==> config.mk <==
export PLATFORM = sky130hd
export DESIGN_NAME = mont_r_setup
export DESIGN_NICKNAME = d
export VERILOG_FILES = /design/src/rtl/mont_r_setup.sv
export SDC_FILE = /design/constraint.sdc
export NUM_CORES = 1
export LEC_CHECK = 0
export ABC_AREA = 1
export BUFFER_PORTS_ARGS = -buffer_cell sky130_fd_sc_hd__buf_2
export CAP_MARGIN = 20
export CORE_ASPECT_RATIO = 1.1
export CORE_UTILIZATION = 51
export DETAILED_ROUTE_END_ITERATION = 7
export PLACE_DENSITY = 0.76
export SLEW_MARGIN = 20
export SYNTH_ARGS = -nofsm -noshare
export SYNTH_HDL_FRONTEND = slang
export SYNTH_SLANG_ARGS = --single-unit
==> constraint.sdc <==
create_clock -name i_clk -period 1.7 [get_ports i_clk]
set_clock_uncertainty 0.15 [all_clocks]
set_input_delay 0.17 -clock i_clk [delete_from_list [all_inputs] [get_ports i_clk]]
set_output_delay 0.17 -clock i_clk [all_outputs]
set_load 0.05 [all_outputs]
==> src/rtl/mont_r_setup.sv <==
// -----------------------------------------------------------------------------
// mont_r_setup
//   Iterative Montgomery precompute unit. For an odd modulant n and
//   R = 2^DATA_WIDTH it produces
//     r_div_two = 2^(DATA_WIDTH-1) mod n
//     r_squared = 2^(2*DATA_WIDTH) mod n
//   It works by repeated modular doubling of an accumulator that starts at
//   2^0 mod n. The accumulator is tapped after DATA_WIDTH-1 and 2*DATA_WIDTH
//   doublings. The done flag rises 2*DATA_WIDTH edges after the start-accept edge.
//
// Optional feature (macro MONT_RSETUP_NPRIME_EN):
//   Defined   - a Hensel-lifting lane runs during the first DATA_WIDTH RUN
//               cycles and produces n_prime = -n^-1 mod 2^DATA_WIDTH.
//   Undefined - o_n_prime is tied to 0. Ports and latency are unchanged.
//
// Ports
//   i_clk        rising-edge clock
//   i_rst_n      asynchronous reset, active low
//   i_start      request, sampled only in IDLE/DONE
//   i_modulant   n, captured on the accept edge
//   o_r_div_two  2^(DATA_WIDTH-1) mod n
//   o_r_squared  2^(2*DATA_WIDTH) mod n
//   o_n_prime    -n^-1 mod 2^DATA_WIDTH (0 when the lane is not built)
//   o_busy       high while running
//   o_done       sticky completion, cleared by the next accepted start
//   o_error      sticky, set when the captured n is even
// -----------------------------------------------------------------------------
module mont_r_setup #(
    parameter int DATA_WIDTH = 8
) (
    input  logic                  i_clk,
    input  logic                  i_rst_n,
    input  logic                  i_start,
    input  logic [DATA_WIDTH-1:0] i_modulant,
    output logic [DATA_WIDTH-1:0] o_r_div_two,
    output logic [DATA_WIDTH-1:0] o_r_squared,
    output logic [DATA_WIDTH-1:0] o_n_prime,
    output logic                  o_busy,
    output logic                  o_done,
    output logic                  o_error
);

    localparam int CW = $clog2(2*DATA_WIDTH+1);
    localparam logic [CW-1:0] C_HALF = CW'(DATA_WIDTH-1);
    localparam logic [CW-1:0] C_W    = CW'(DATA_WIDTH);
    localparam logic [CW-1:0] C_END  = CW'(2*DATA_WIDTH);

    typedef enum logic [1:0] {S_IDLE, S_RUN, S_DONE} state_t;

    state_t                r_state;
    logic [DATA_WIDTH-1:0] r_acc;
    logic [DATA_WIDTH-1:0] r_n;
    logic [CW-1:0]         r_cnt;
    logic [DATA_WIDTH-1:0] r_r_div_two;
    logic [DATA_WIDTH-1:0] r_r_squared;
    logic                  r_busy;
    logic                  r_done;
    logic                  r_error;

    logic                  w_ge;
    logic [DATA_WIDTH-1:0] w_sh_lo;
    logic [DATA_WIDTH-1:0] w_dbl;
    logic [CW-1:0]         w_cnt_nxt;

    // Modular doubling. The compare needs the full (W+1)-bit shifted value.
    // Because acc < n, the difference always fits in W bits, so the subtraction
    // is done on the low W bits with wrap-around.
    assign w_ge      = {r_acc, 1'b0} >= {1'b0, r_n};
    assign w_sh_lo   = {r_acc[DATA_WIDTH-2:0], 1'b0};
    assign w_dbl     = w_ge ? (w_sh_lo - r_n) : w_sh_lo;
    assign w_cnt_nxt = r_cnt + CW'(1);

    always_ff @(posedge i_clk or negedge i_rst_n) begin
        if (!i_rst_n) begin
            r_state     <= S_IDLE;
            r_acc       <= '0;
            r_n         <= '0;
            r_cnt       <= '0;
            r_r_div_two <= '0;
            r_r_squared <= '0;
            r_busy      <= 1'b0;
            r_done      <= 1'b0;
            r_error     <= 1'b0;
        end else begin
            case (r_state)
                S_IDLE, S_DONE: begin
                    if (i_start) begin
                        r_r_div_two <= '0;
                        r_r_squared <= '0;
                        if (i_modulant[0]) begin
                            r_n     <= i_modulant;
                            // n == 1: every residue is 0, so start the chain at 0
                            r_acc   <= (i_modulant == DATA_WIDTH'(1)) ? '0 : DATA_WIDTH'(1);
                            r_cnt   <= '0;
                            r_busy  <= 1'b1;
                            r_done  <= 1'b0;
                            r_error <= 1'b0;
                            r_state <= S_RUN;
                        end else begin
                            // even modulant: finish at once with an error
                            r_busy  <= 1'b0;
                            r_done  <= 1'b1;
                            r_error <= 1'b1;
                            r_state <= S_DONE;
                        end
                    end
                end
                S_RUN: begin
                    r_acc <= w_dbl;
                    r_cnt <= w_cnt_nxt;
                    if (w_cnt_nxt == C_HALF)
                        r_r_div_two <= w_dbl;
                    if (w_cnt_nxt == C_END) begin
                        r_r_squared <= w_dbl;
                        r_done      <= 1'b1;
                        r_busy      <= 1'b0;
                        r_state     <= S_DONE;
                    end
                end
                default: r_state <= S_IDLE;
            endcase
        end
    end

    assign o_r_div_two = r_r_div_two;
    assign o_r_squared = r_r_squared;
    assign o_busy      = r_busy;
    assign o_done      = r_done;
    assign o_error     = r_error;

`ifdef MONT_RSETUP_NPRIME_EN
    // Hensel lane: bit i of x is fixed on RUN cycle i (i = old cnt). It shares
    // the RUN timeline, so it adds no latency.
    logic                  w_accept;
    logic [DATA_WIDTH:0]   r_s;
    logic [DATA_WIDTH-1:0] r_x;
    logic [DATA_WIDTH-1:0] r_n_prime;
    logic [DATA_WIDTH:0]   w_s_add;
    logic [DATA_WIDTH:0]   w_s_nxt;
    logic [DATA_WIDTH-1:0] w_x_nxt;

    assign w_accept = i_start && ((r_state == S_IDLE) || (r_state == S_DONE));
    // s <= n holds throughout, so s + n fits in W+1 bits
    assign w_s_add  = r_s[0] ? (r_s + {1'b0, r_n}) : r_s;
    assign w_s_nxt  = w_s_add >> 1;

    always_comb begin
        w_x_nxt = r_x;
        for (int i = 0; i < DATA_WIDTH; i++)
            if ((r_cnt == CW'(i)) && r_s[0])
                w_x_nxt[i] = 1'b1;
    end

    always_ff @(posedge i_clk or negedge i_rst_n) begin
        if (!i_rst_n) begin
            r_s       <= '0;
            r_x       <= '0;
            r_n_prime <= '0;
        end else if (w_accept) begin
            r_s       <= {{DATA_WIDTH{1'b0}}, 1'b1};
            r_x       <= '0;
            r_n_prime <= '0;
        end else if ((r_state == S_RUN) && (r_cnt < C_W)) begin
            r_s <= w_s_nxt;
            r_x <= w_x_nxt;
            if (w_cnt_nxt == C_W)
                r_n_prime <= w_x_nxt;
        end
    end

    assign o_n_prime = r_n_prime;
`else
    assign o_n_prime = '0;
`endif

endmodule

==> summary.md <==
| Metric | Value |
|---|---|
| Outcome | `finished, violations left` |
| Failing checks | `negative setup slack` |
| Max frequency | `502.4 MHz` |
| H-tree depth | `2` |
| CTS tree | `done` |
| Syn_area_per_cell | `8.190 µm²` |
| Count of flip-flops with a built-in enable after synthesis | `0` |
| Post-route insts no fill | `419` |
| Final period util | `1.171` |
| Die ar. | `5017 µm²` |
| 1st-iter DRT viols | `roughly 130` |
| Setup-failing EPs final | `24` |
| DR WL/cell | `about 16 µm` |
| Initial core utilization | `0.5478` |
| Port Buffers | `29` |
| Ant. Diodes | `0` |
| Number of global-route vias before repair | `about 2200` |
| Sequential cell area fraction in the yosys report | `0.4350` |
| Worst Setup Path Type | `reg2reg` |
| DIE WIDTH | `67.63 µm` |
| HP Class | `in2reg` |
| Reg-to-reg slack, setup | `-0.29 ns` |
| Core Area | `4410 µm²` |
| Maxcap violations | `0` |
| Cell Area, Synth | `2416 µm²` |
| Largest net degree at the start of global routing | `43` |
| Worst skew pair latency | `0.31 ns` |
| Nets | `386` |
| Layout area overhead | `33.87%` |
| DRC | `0` |
| Final hold viol count | `0` |
| Die height | `74.19 µm` |
| Gr usage total | `0.2686` |
| Slew Limit Headroom | `0.6435` |
| Count leader, synth | `nand2_1` |
| WP data required | `1.75 ns` |
| Routability cong. | `0.8860` |
| Max clock buf depth | `2` |
| Fraction of layout cells with a size suffix above 1 | `0.3863` |
| Clock Tree Root | `clkbuf_8` |
| Most common library cells after synthesis | `77 x nand2_1, 42 x dfrtp_1, 33 x inv_1` |
| Synth area leader | `dfrtp_1` |
| Synth top area cells | `dfrtp_1 44%, nand2_1 12%, ha_1 5.2%` |
| Slew Viols, Final | `0` |
| RSZ-0062 raised after global routing | `true` |
| Worst Path Max Fanout | `8` |
| TritonCTS buffer count | `5` |
| Final setup margin | `-0.2903 ns` |
| Fillers | `308` |
| HP Start | `i_modulant[2]` |
| Congestion Overflow GR | `0` |
| DRT Pass-1 Iters | `4` |
| Post-synth top area share | `0.4350` |
| Fraction of registers with async set/reset | `1.000` |
| First-pass GRT wire length | `9929 µm` |
| Yosys warning total | `0` |
| Post-synthesis cell type count | `30` |
| Dpl cells | `395` |
| Reg2reg end | `o_r_div_two[2]$_DFFE_PN0P_` |
| DRT antenna net count | `0` |
| Tmin final | `1.990 ns` |
| Syn Inst Count | `295` |
| Vias | `2307` |
| Critical path arrival | `2.04 ns` |
| Via/cell ratio | `5.506` |
| Clock Pin Slew Worst Setup and Hold Paths | `0.09 ns` |
| R2r worst-path depth | `11` |
| CP endpoint kind | `flop` |
| Reg area | `approximately 1100 µm²` |
| Drt total wl | `6527 µm` |
| Hpwl dp | `4111 µm` |
| R2r startpoint | `r_acc[6]$_DFFE_PN0P_` |
| Least-Margin Pin Slew | `0.5347 ns` |
| Sink Count | `42` |
| Synthesized flop and latch total | `42` |
| Hold Crit Depth | `4` |
| Num ports | `38` |
| Multi-input logic area | `1416 µm²` |
| CP startpoint kind | `flop` |
| Initial antenna violation count | `0` |
| Main synth FF type | `dfrtp_1` |
| Row count | `25` |
| Hold path endpoint | `r_n[2]$_DFFE_PN0P_` |
-- stage by stage --
stage | hold slack, ns | TNS, ns | setup WS (ns) | instance area (µm²) | util
6_report | 0.04322 | -5.372 | -0.2903 | 3234 | 0.7333
5_1_grt | 0.05951 | -7.184 | -0.3588 | 3234 | 0.7333
4_1_cts | 0.04459 | -4.141 | -0.1952 | 3067 | 0.6953
3_5_place_dp | 0.1289 | -4.528 | -0.2350 | 2751 | 0.6238
3_3_place_gp | 0.1262 | -3.550 | -0.2013 | 2751 | 0.6238
2_1_floorplan | -0.2756 | -0.6454 | -0.05174 | 2455 | -
-- how the worst max path moves through the flow --
stage | startpoint | end | slack (ns)
after floorplan | r_acc[0]$_DFFE_PN0P_ | r_acc[2]$_DFFE_PN0P_ | -0.05
after global placement | r_acc[2]$_DFFE_PN0P_ | r_acc[4]$_DFFE_PN0P_ | -0.20
after detailed placement | r_acc[6]$_DFFE_PN0P_ | r_acc[4]$_DFFE_PN0P_ | -0.23
after CTS | r_acc[2]$_DFFE_PN0P_ | o_r_squared[4]$_DFFE_PN0P_ | -0.20
after global routing | r_n[7]$_DFFE_PN0P_ | o_r_div_two[2]$_DFFE_PN0P_ | -0.36
final | r_acc[6]$_DFFE_PN0P_ | o_r_div_two[2]$_DFFE_PN0P_ | -0.29
-- cell type report --
cell class | count | share of cell area
flip-flops and latches | 42 | 0.3257
clock inverters | 3 | 0.007350
repair buffers | 65 | 0.1369
inverters | 42 | 0.04990
clock buffers | 5 | 0.02128
well taps | 54 | 0.02089
multi-input cells | 208 | 0.4379
-- worst max-delay path, stage by stage, from the launching register on --
cell	delay, ns
dfrtp_2	0.45
ha_4	0.29
inv_4	0.04
nor2_4	0.13
nand2_4	0.09
nor2_4	0.14
nor2_4	0.05
buf_6	0.12
nand2_8	0.14
nand2_4	0.07
nand4_1	0.14
nand2_1	0.07
-- layout by cell type, fill, tap and decap left out, drive strengths merged --
| cell type | Yosys | routed |
|---|---|---|
| conb | 1 | 8 |
| inv | 41 | 42 |
| nor2 | 19 | 19 |
| fa | 1 | 1 |
| clkbuf | 0 | 5 |
| nand3 | 28 | 28 |
| buf | 11 | 57 |
| nand4 | 18 | 18 |
| ha | 10 | 10 |
| nand2 | 94 | 95 |
| nand3b | 1 | 1 |
| o21ai | 19 | 19 |
| o21a | 1 | 1 |
| clkinv | 1 | 1 |
| dfrtp | 42 | 42 |
| xor2 | 3 | 3 |
| o22ai | 2 | 2 |
| a21oi | 3 | 3 |
| clkinvlp | 0 | 2 |
| dlygate4sd3 | 0 | 8 |
-- what timing repair did --
action | CTS | global route
pin swaps | 15 | 12
resized for setup | 24 | 30
endpoints found under the setup margin | 24 | 25
endpoints found under the hold margin | 49 | 0
cloned | 0 | 1
buffers inserted | 4 | 3
hold buffers | 8 | 0
-- registers in the layout (all words and copies together), names as in the netlist --
name / count
o_error: 1
o_r_squared: 8
r_n: 8
o_done: 1
o_busy: 1
r_cnt: 5
o_r_div_two: 8
r_state: 2
r_acc: 8
-- kinds of logic (layout without fill, tap and decap cells) --
logic type | count (synthesis) | count (layout) | share of synthesized area
other | 1 | 8 | 0.001552
DFF | 42 | 42 | 0.4350
and+or+nand+nor | 160 | 161 | 0.3408
AOI/OAI and AO/OA | 25 | 25 | 0.05541
xor gates and xnor gates | 3 | 3 | 0.01088
adders and majority gates | 11 | 11 | 0.06007
buffers and inverters | 53 | 115 | 0.09632
-- per-layer routing --
metal	track usage	vias up	part of all wire
li1	-	1075	-
met1	0.3083	1131	0.40
met2	0.4763	78	0.52
met3	0.05521	23	0.050
met4	0.1158	0	0.034
met5	0	-	0
Power is left out: the tool's default activity adds up to more than one toggle a clock period on the data nets, which glitch-free logic cannot reach.
